$ cat src/rtl/axil_master.sv
// axil_master: single-outstanding AXI4-Lite master driven by a simple
// command/response handshake. Writes issue AW and W together, reads issue AR;
// the response (BRESP or RDATA/RRESP) is held on the rsp_* port until consumed.
module axil_master (
  input  logic        clk,
  input  logic        rst,
  // command side
  input  logic        cmd_valid,
  output logic        cmd_ready,
  input  logic        cmd_we,
  input  logic [31:0] cmd_addr,
  input  logic [31:0] cmd_wdata,
  input  logic [3:0]  cmd_wstrb,
  // response side
  output logic        rsp_valid,
  input  logic        rsp_ready,
  output logic        rsp_we,
  output logic [31:0] rsp_rdata,
  output logic [1:0]  rsp_resp,
  // write address channel
  output logic [31:0] M_AXI_AWADDR,
  output logic        M_AXI_AWVALID,
  input  logic        M_AXI_AWREADY,
  // write data channel
  output logic [31:0] M_AXI_WDATA,
  output logic [3:0]  M_AXI_WSTRB,
  output logic        M_AXI_WVALID,
  input  logic        M_AXI_WREADY,
  // write response channel
  input  logic [1:0]  M_AXI_BRESP,
  input  logic        M_AXI_BVALID,
  output logic        M_AXI_BREADY,
  // read address channel
  output logic [31:0] M_AXI_ARADDR,
  output logic        M_AXI_ARVALID,
  input  logic        M_AXI_ARREADY,
  // read data channel
  input  logic [31:0] M_AXI_RDATA,
  input  logic [1:0]  M_AXI_RRESP,
  input  logic        M_AXI_RVALID,
  output logic        M_AXI_RREADY
);

  typedef enum logic [2:0] {IDLE, WADDR, WRESP, RADDR, RDATA, RSP} state_t;

  state_t      state_reg, state_next;
  logic [31:0] addr_reg, addr_next;
  logic [31:0] wdata_reg, wdata_next;
  logic [3:0]  wstrb_reg, wstrb_next;
  logic        awvalid_reg, awvalid_next;
  logic        wvalid_reg, wvalid_next;
  logic        arvalid_reg, arvalid_next;
  logic        rsp_we_reg, rsp_we_next;
  logic [31:0] rsp_rdata_reg, rsp_rdata_next;
  logic [1:0]  rsp_resp_reg, rsp_resp_next;

  // State register; reset abandons any transaction in flight.
  always_ff @(posedge clk) begin
    if (rst) state_reg <= IDLE;
    else     state_reg <= state_next;
  end

  // Captured command, AXI VALID flags and response holding registers.
  always_ff @(posedge clk) begin
    if (rst) begin
      addr_reg      <= '0;
      wdata_reg     <= '0;
      wstrb_reg     <= '0;
      awvalid_reg   <= 1'b0;
      wvalid_reg    <= 1'b0;
      arvalid_reg   <= 1'b0;
      rsp_we_reg    <= 1'b0;
      rsp_rdata_reg <= '0;
      rsp_resp_reg  <= '0;
    end else begin
      addr_reg      <= addr_next;
      wdata_reg     <= wdata_next;
      wstrb_reg     <= wstrb_next;
      awvalid_reg   <= awvalid_next;
      wvalid_reg    <= wvalid_next;
      arvalid_reg   <= arvalid_next;
      rsp_we_reg    <= rsp_we_next;
      rsp_rdata_reg <= rsp_rdata_next;
      rsp_resp_reg  <= rsp_resp_next;
    end
  end

  // Next-state and next-register logic; VALIDs only ever react to READYs
  // through a register, so no VALID depends combinationally on a READY.
  always_comb begin
    state_next     = state_reg;
    addr_next      = addr_reg;
    wdata_next     = wdata_reg;
    wstrb_next     = wstrb_reg;
    awvalid_next   = awvalid_reg;
    wvalid_next    = wvalid_reg;
    arvalid_next   = arvalid_reg;
    rsp_we_next    = rsp_we_reg;
    rsp_rdata_next = rsp_rdata_reg;
    rsp_resp_next  = rsp_resp_reg;
    case (state_reg)
      IDLE: begin
        if (cmd_valid) begin
          // Word-align once at capture so AW/AR simply present the register.
          addr_next = cmd_addr & 32'hFFFF_FFFC;
          if (cmd_we) begin
            wdata_next   = cmd_wdata;
            wstrb_next   = cmd_wstrb;
            awvalid_next = 1'b1;
            wvalid_next  = 1'b1;
            state_next   = WADDR;
          end else begin
            arvalid_next = 1'b1;
            state_next   = RADDR;
          end
        end
      end
      WADDR: begin
        // AW and W retire independently; a low VALID here means already done.
        if (awvalid_reg && M_AXI_AWREADY) awvalid_next = 1'b0;
        if (wvalid_reg && M_AXI_WREADY)   wvalid_next  = 1'b0;
        if ((!awvalid_reg || M_AXI_AWREADY) && (!wvalid_reg || M_AXI_WREADY))
          state_next = WRESP;
      end
      WRESP: begin
        if (M_AXI_BVALID) begin
          rsp_resp_next  = M_AXI_BRESP;
          rsp_rdata_next = '0;
          rsp_we_next    = 1'b1;
          state_next     = RSP;
        end
      end
      RADDR: begin
        if (M_AXI_ARREADY) begin
          arvalid_next = 1'b0;
          state_next   = RDATA;
        end
      end
      RDATA: begin
        if (M_AXI_RVALID) begin
          rsp_resp_next  = M_AXI_RRESP;
          rsp_rdata_next = M_AXI_RDATA;
          rsp_we_next    = 1'b0;
          state_next     = RSP;
        end
      end
      RSP: begin
        if (rsp_ready) state_next = IDLE;
      end
      default: state_next = IDLE;
    endcase
  end

  assign cmd_ready     = (state_reg == IDLE);
  assign rsp_valid     = (state_reg == RSP);
  assign rsp_we        = rsp_we_reg;
  assign rsp_rdata     = rsp_rdata_reg;
  assign rsp_resp      = rsp_resp_reg;

  assign M_AXI_AWADDR  = addr_reg;
  assign M_AXI_AWVALID = awvalid_reg;
  assign M_AXI_WDATA   = wdata_reg;
  assign M_AXI_WSTRB   = wstrb_reg;
  assign M_AXI_WVALID  = wvalid_reg;
  assign M_AXI_BREADY  = (state_reg == WRESP);
  assign M_AXI_ARADDR  = addr_reg;
  assign M_AXI_ARVALID = arvalid_reg;
  assign M_AXI_RREADY  = (state_reg == RDATA);

endmodule

$ cat config.mk
export PLATFORM = sky130hd
export DESIGN_NAME = axil_master
export DESIGN_NICKNAME = d
export VERILOG_FILES = /design/src/rtl/axil_master.sv
export SDC_FILE = /design/constraint.sdc
export NUM_CORES = 1
export LEC_CHECK = 0
export CORE_ASPECT_RATIO = 1.75
export CORE_MARGIN = 3
export CORE_UTILIZATION = 37
export CTS_CLUSTER_DIAMETER = 40
export DETAILED_ROUTE_END_ITERATION = 8
export PLACE_DENSITY = 0.82
export SLEW_MARGIN = 20
export SYNTH_ARGS = -nofsm -noshare
export SYNTH_HDL_FRONTEND = slang
export SYNTH_SLANG_ARGS = --single-unit
export TNS_END_PERCENT = 1
$ cat constraint.sdc
create_clock -name clk -period 1.9 [get_ports clk]
set_input_delay 0.38 -clock clk [delete_from_list [all_inputs] [get_ports clk]]
set_output_delay 0.38 -clock clk [all_outputs]
set_load 0.05 [all_outputs]
==> flow_summary.yaml <==
run_status:
  status: "finished, final reports clean"
grt:
  grt.overflow.total: 0
  grt_pass1_wl_um: 20100
  grt_pass1_vias: 4173
  antenna_found_initial: 0
  grt_max_degree: 44
  grt_util_all_layers_pct: 19.9
setup_path:
  ff2ff_path_depth: 5
  path_class: "reg2out"
  cp.required_ps: 1520
  critical_path.slowest_cell: "clkdlybuf4s50_1"
  path_cells: "clkdlybuf4s50_1"
  cp_max_fo: 2
  critPathArrivalTime_ps: 1480
  path_depth: 1
  critPathLaunchType: "register"
  critPathBufInv: 1
  crit_family: "buffers and inverters"
  slowest_delay_ps: 800
  endpoint_kind: "primary output"
clock_tree:
  cts_setup_buffers: 0
  clk_latency_ps: 340
  cts_htree_levels: 3
  path_clk_slew_ps: 70
  clock-sinks: 107
  cts_tree: "done"
  cts-hold-fix-buffers: 0
  root_buffer: "clkbuf_16"
  cts_max_path_buffers: 2
  numCtsBuffers: 9
logic_synthesis:
  synth.avg_cell_area_um2: 8.34
  ys.flop_type: "dfxtp_1"
  netlist_area_mm2: 0.00411
  yosysTopAreaCellShare_pct: 52.1
  ys_warn_count: 0
  syn_inst: 493
  synth_area_leader_cell: "dfxtp_1"
  synth_seq_cells: 107
  ys_top_cells_by_area: "dfxtp_1, nand2_1, a21oi_1"
  synth_edf_count: 0
  yosysMostFrequentCell: "nand2_1"
  async_reset_ff_share_pct: 0
  synthDistinctLibCells: 34
  synth_common_cells: "nand2_1, dfxtp_1, a21oi_1, nor2_1, buf_4"
  synth_seq_area_share_pct: 52.1
routing:
  vias: 4102
  routed_via_density: 4.88
  wl_met3_um: 1030
  ant_nets: 0
  maxUsedRoutingLayer: "met4"
  drt-initial-drc-count: 116
  wl_met2_um: 7120
  firstDrtPassIters: 4
  drt-wirelength-per-cell_um: 15.5
  drc: 0
  m1WireLength_um: 4560
  wl_um: 13000
pwr:
  p_leak_nw: 3.78
  ir_drop_mv: 0.774
  p_per_area_mw_per_mm2: 1280
  power.total_w: 0.00891
floorplan:
  core_area_mm2: 0.0108
  core.rowCount: 50
  pin_count: 256
  initial_core_util_pct: 38.2
  die_y_um: 145
  die_x_um: 85.7
  design.die.area_mm2: 0.0125
finish:
  nFillCells: 898
  nets: 819
  drive_gt1_share_pct: 12.0
  stdcell_count: 840
  antenna_cells: 0
  area_growth_pct: 69.4
placement:
  place_inst: 824
  dp_hpwl_um: 9960
  numPortBuffers: 249
  gp_congestion: 0.755
sta:
  min_period_ps: 1860
  clock_skew_ps: 8.73
  tightestPinTransition_ps: 550
  max_freq_ghz: 0.538
  drv_slew: 0
  period_share_pct: 97.8
  hold_viol_final: 0
  slew_headroom_pct: 63.3
  finalSetupViolCount: 0
hold_path:
  hold_class: "reg2reg"
  whs_path_depth: 2
job:
  cap_violations: 0
==> logic make-up after synthesis <==
group	share of synthesized area (%)
flip-flops	52.1
AND/OR/NAND/NOR	20.0
multiplexers	1.52
AO/OA/AOI/OAI	15.7
other	0.0912
buffers and inverters	10.6
==> timing repair <==
action | 4_1_cts | 5_1_grt
setup endpoints to repair | 26 | 68
gates resized for setup | 25 | 66
pin swaps | 0 | 0
==> layout by cell type, fill, tap and decap left out, drive strengths merged <==
cell | netlist | layout
a211o | 2 | 2
a211oi | 2 | 2
a21oi | 69 | 69
a22oi | 32 | 32
a31oi | 1 | 1
and2 | 1 | 1
and4b | 1 | 1
buf | 41 | 57
clkbuf | 30 | 11
clkdlybuf4s50 | 0 | 127
clkinvlp | 0 | 2
conb | 1 | 4
dfxtp | 107 | 107
dlygate4sd2 | 0 | 23
dlymetal6s2s | 0 | 62
inv | 3 | 6
mux2 | 2 | 2
mux2i | 4 | 4
nand2 | 135 | 135
nand2b | 2 | 2
nand3b | 1 | 1
nor2 | 39 | 39
nor2b | 4 | 4
nor3 | 2 | 2
nor3b | 1 | 1
nor4 | 2 | 2
nor4b | 3 | 3
nor4bb | 1 | 1
o2111ai | 1 | 1
o21ai | 1 | 1
o22ai | 1 | 1
or3b | 3 | 3
or4 | 1 | 1
==> power by group <==
part	leakage [nW]	internal (W)	total [W]	switching (W)
Combinational	2.77	0.00147	0.00429	0.00282
Sequential	0.871	0.00259	0.00281	0.000221
Clock	0.141	0.000980	0.00181	0.000833
==> cell type report <==
class                           count  area (µm²)  area share [%]
Clock buffer                       11         253            3.63
Clock inverter                      5        43.8           0.629
Inverter                            3        11.3           0.162
Multi-Input combinational cell    315        1580            22.7
Sequential cell                   107        2150            30.9
Tap cell                          130         163            2.34
Timing Repair Buffer              269        2760            39.7
==> final timing paths <==
path | startpoint | end | slack, ps
max | rsp_rdata[8] | rsp_rdata[8] | 40
min | M_AXI_WDATA[30] | M_AXI_WDATA[30] | 450
max reg2reg | state_reg[2] | rsp_rdata[27] | 130
min reg2reg | M_AXI_WDATA[30] | M_AXI_WDATA[30] | 450
==> routing by layer <==
| metal | track usage (%) | vias up |
|---|---|---|
| met5 | 0 | - |
| met1 | 19.9 | 1877 |
| met4 | 7.05 | 0 |
| met3 | 5.50 | 25 |
| met2 | 38.1 | 182 |
| li1 | - | 2018 |
==> worst register-to-register path: cells and delay by family (launching register included) <==
kind                   cells  cell delay [ps]
buffers and inverters      1              220
flip-flops                 1              360
AND/OR/NAND/NOR            2              530
AO/OA/AOI/OAI              2              550
==> per-stage QoR <==
stage | hold slack, ps | setup TNS [ps] | setup WS [ps] | area (µm²) | util, %
after global routing | 470 | -0.0683 | -0.0683 | 6960 | 64.7
after CTS | 450 | 0 | 0.00522 | 6800 | 63.2
after global placement | 442 | 0 | 30.3 | 6530 | 60.7
after detailed placement | 446 | -1010 | -82.5 | 6530 | 60.7
final | 453 | 0 | 41.4 | 6960 | 64.7
after floorplan | 476 | 0 | 80.2 | 4130 | -
No activity file was read; power rests on OpenSTA's default activity.
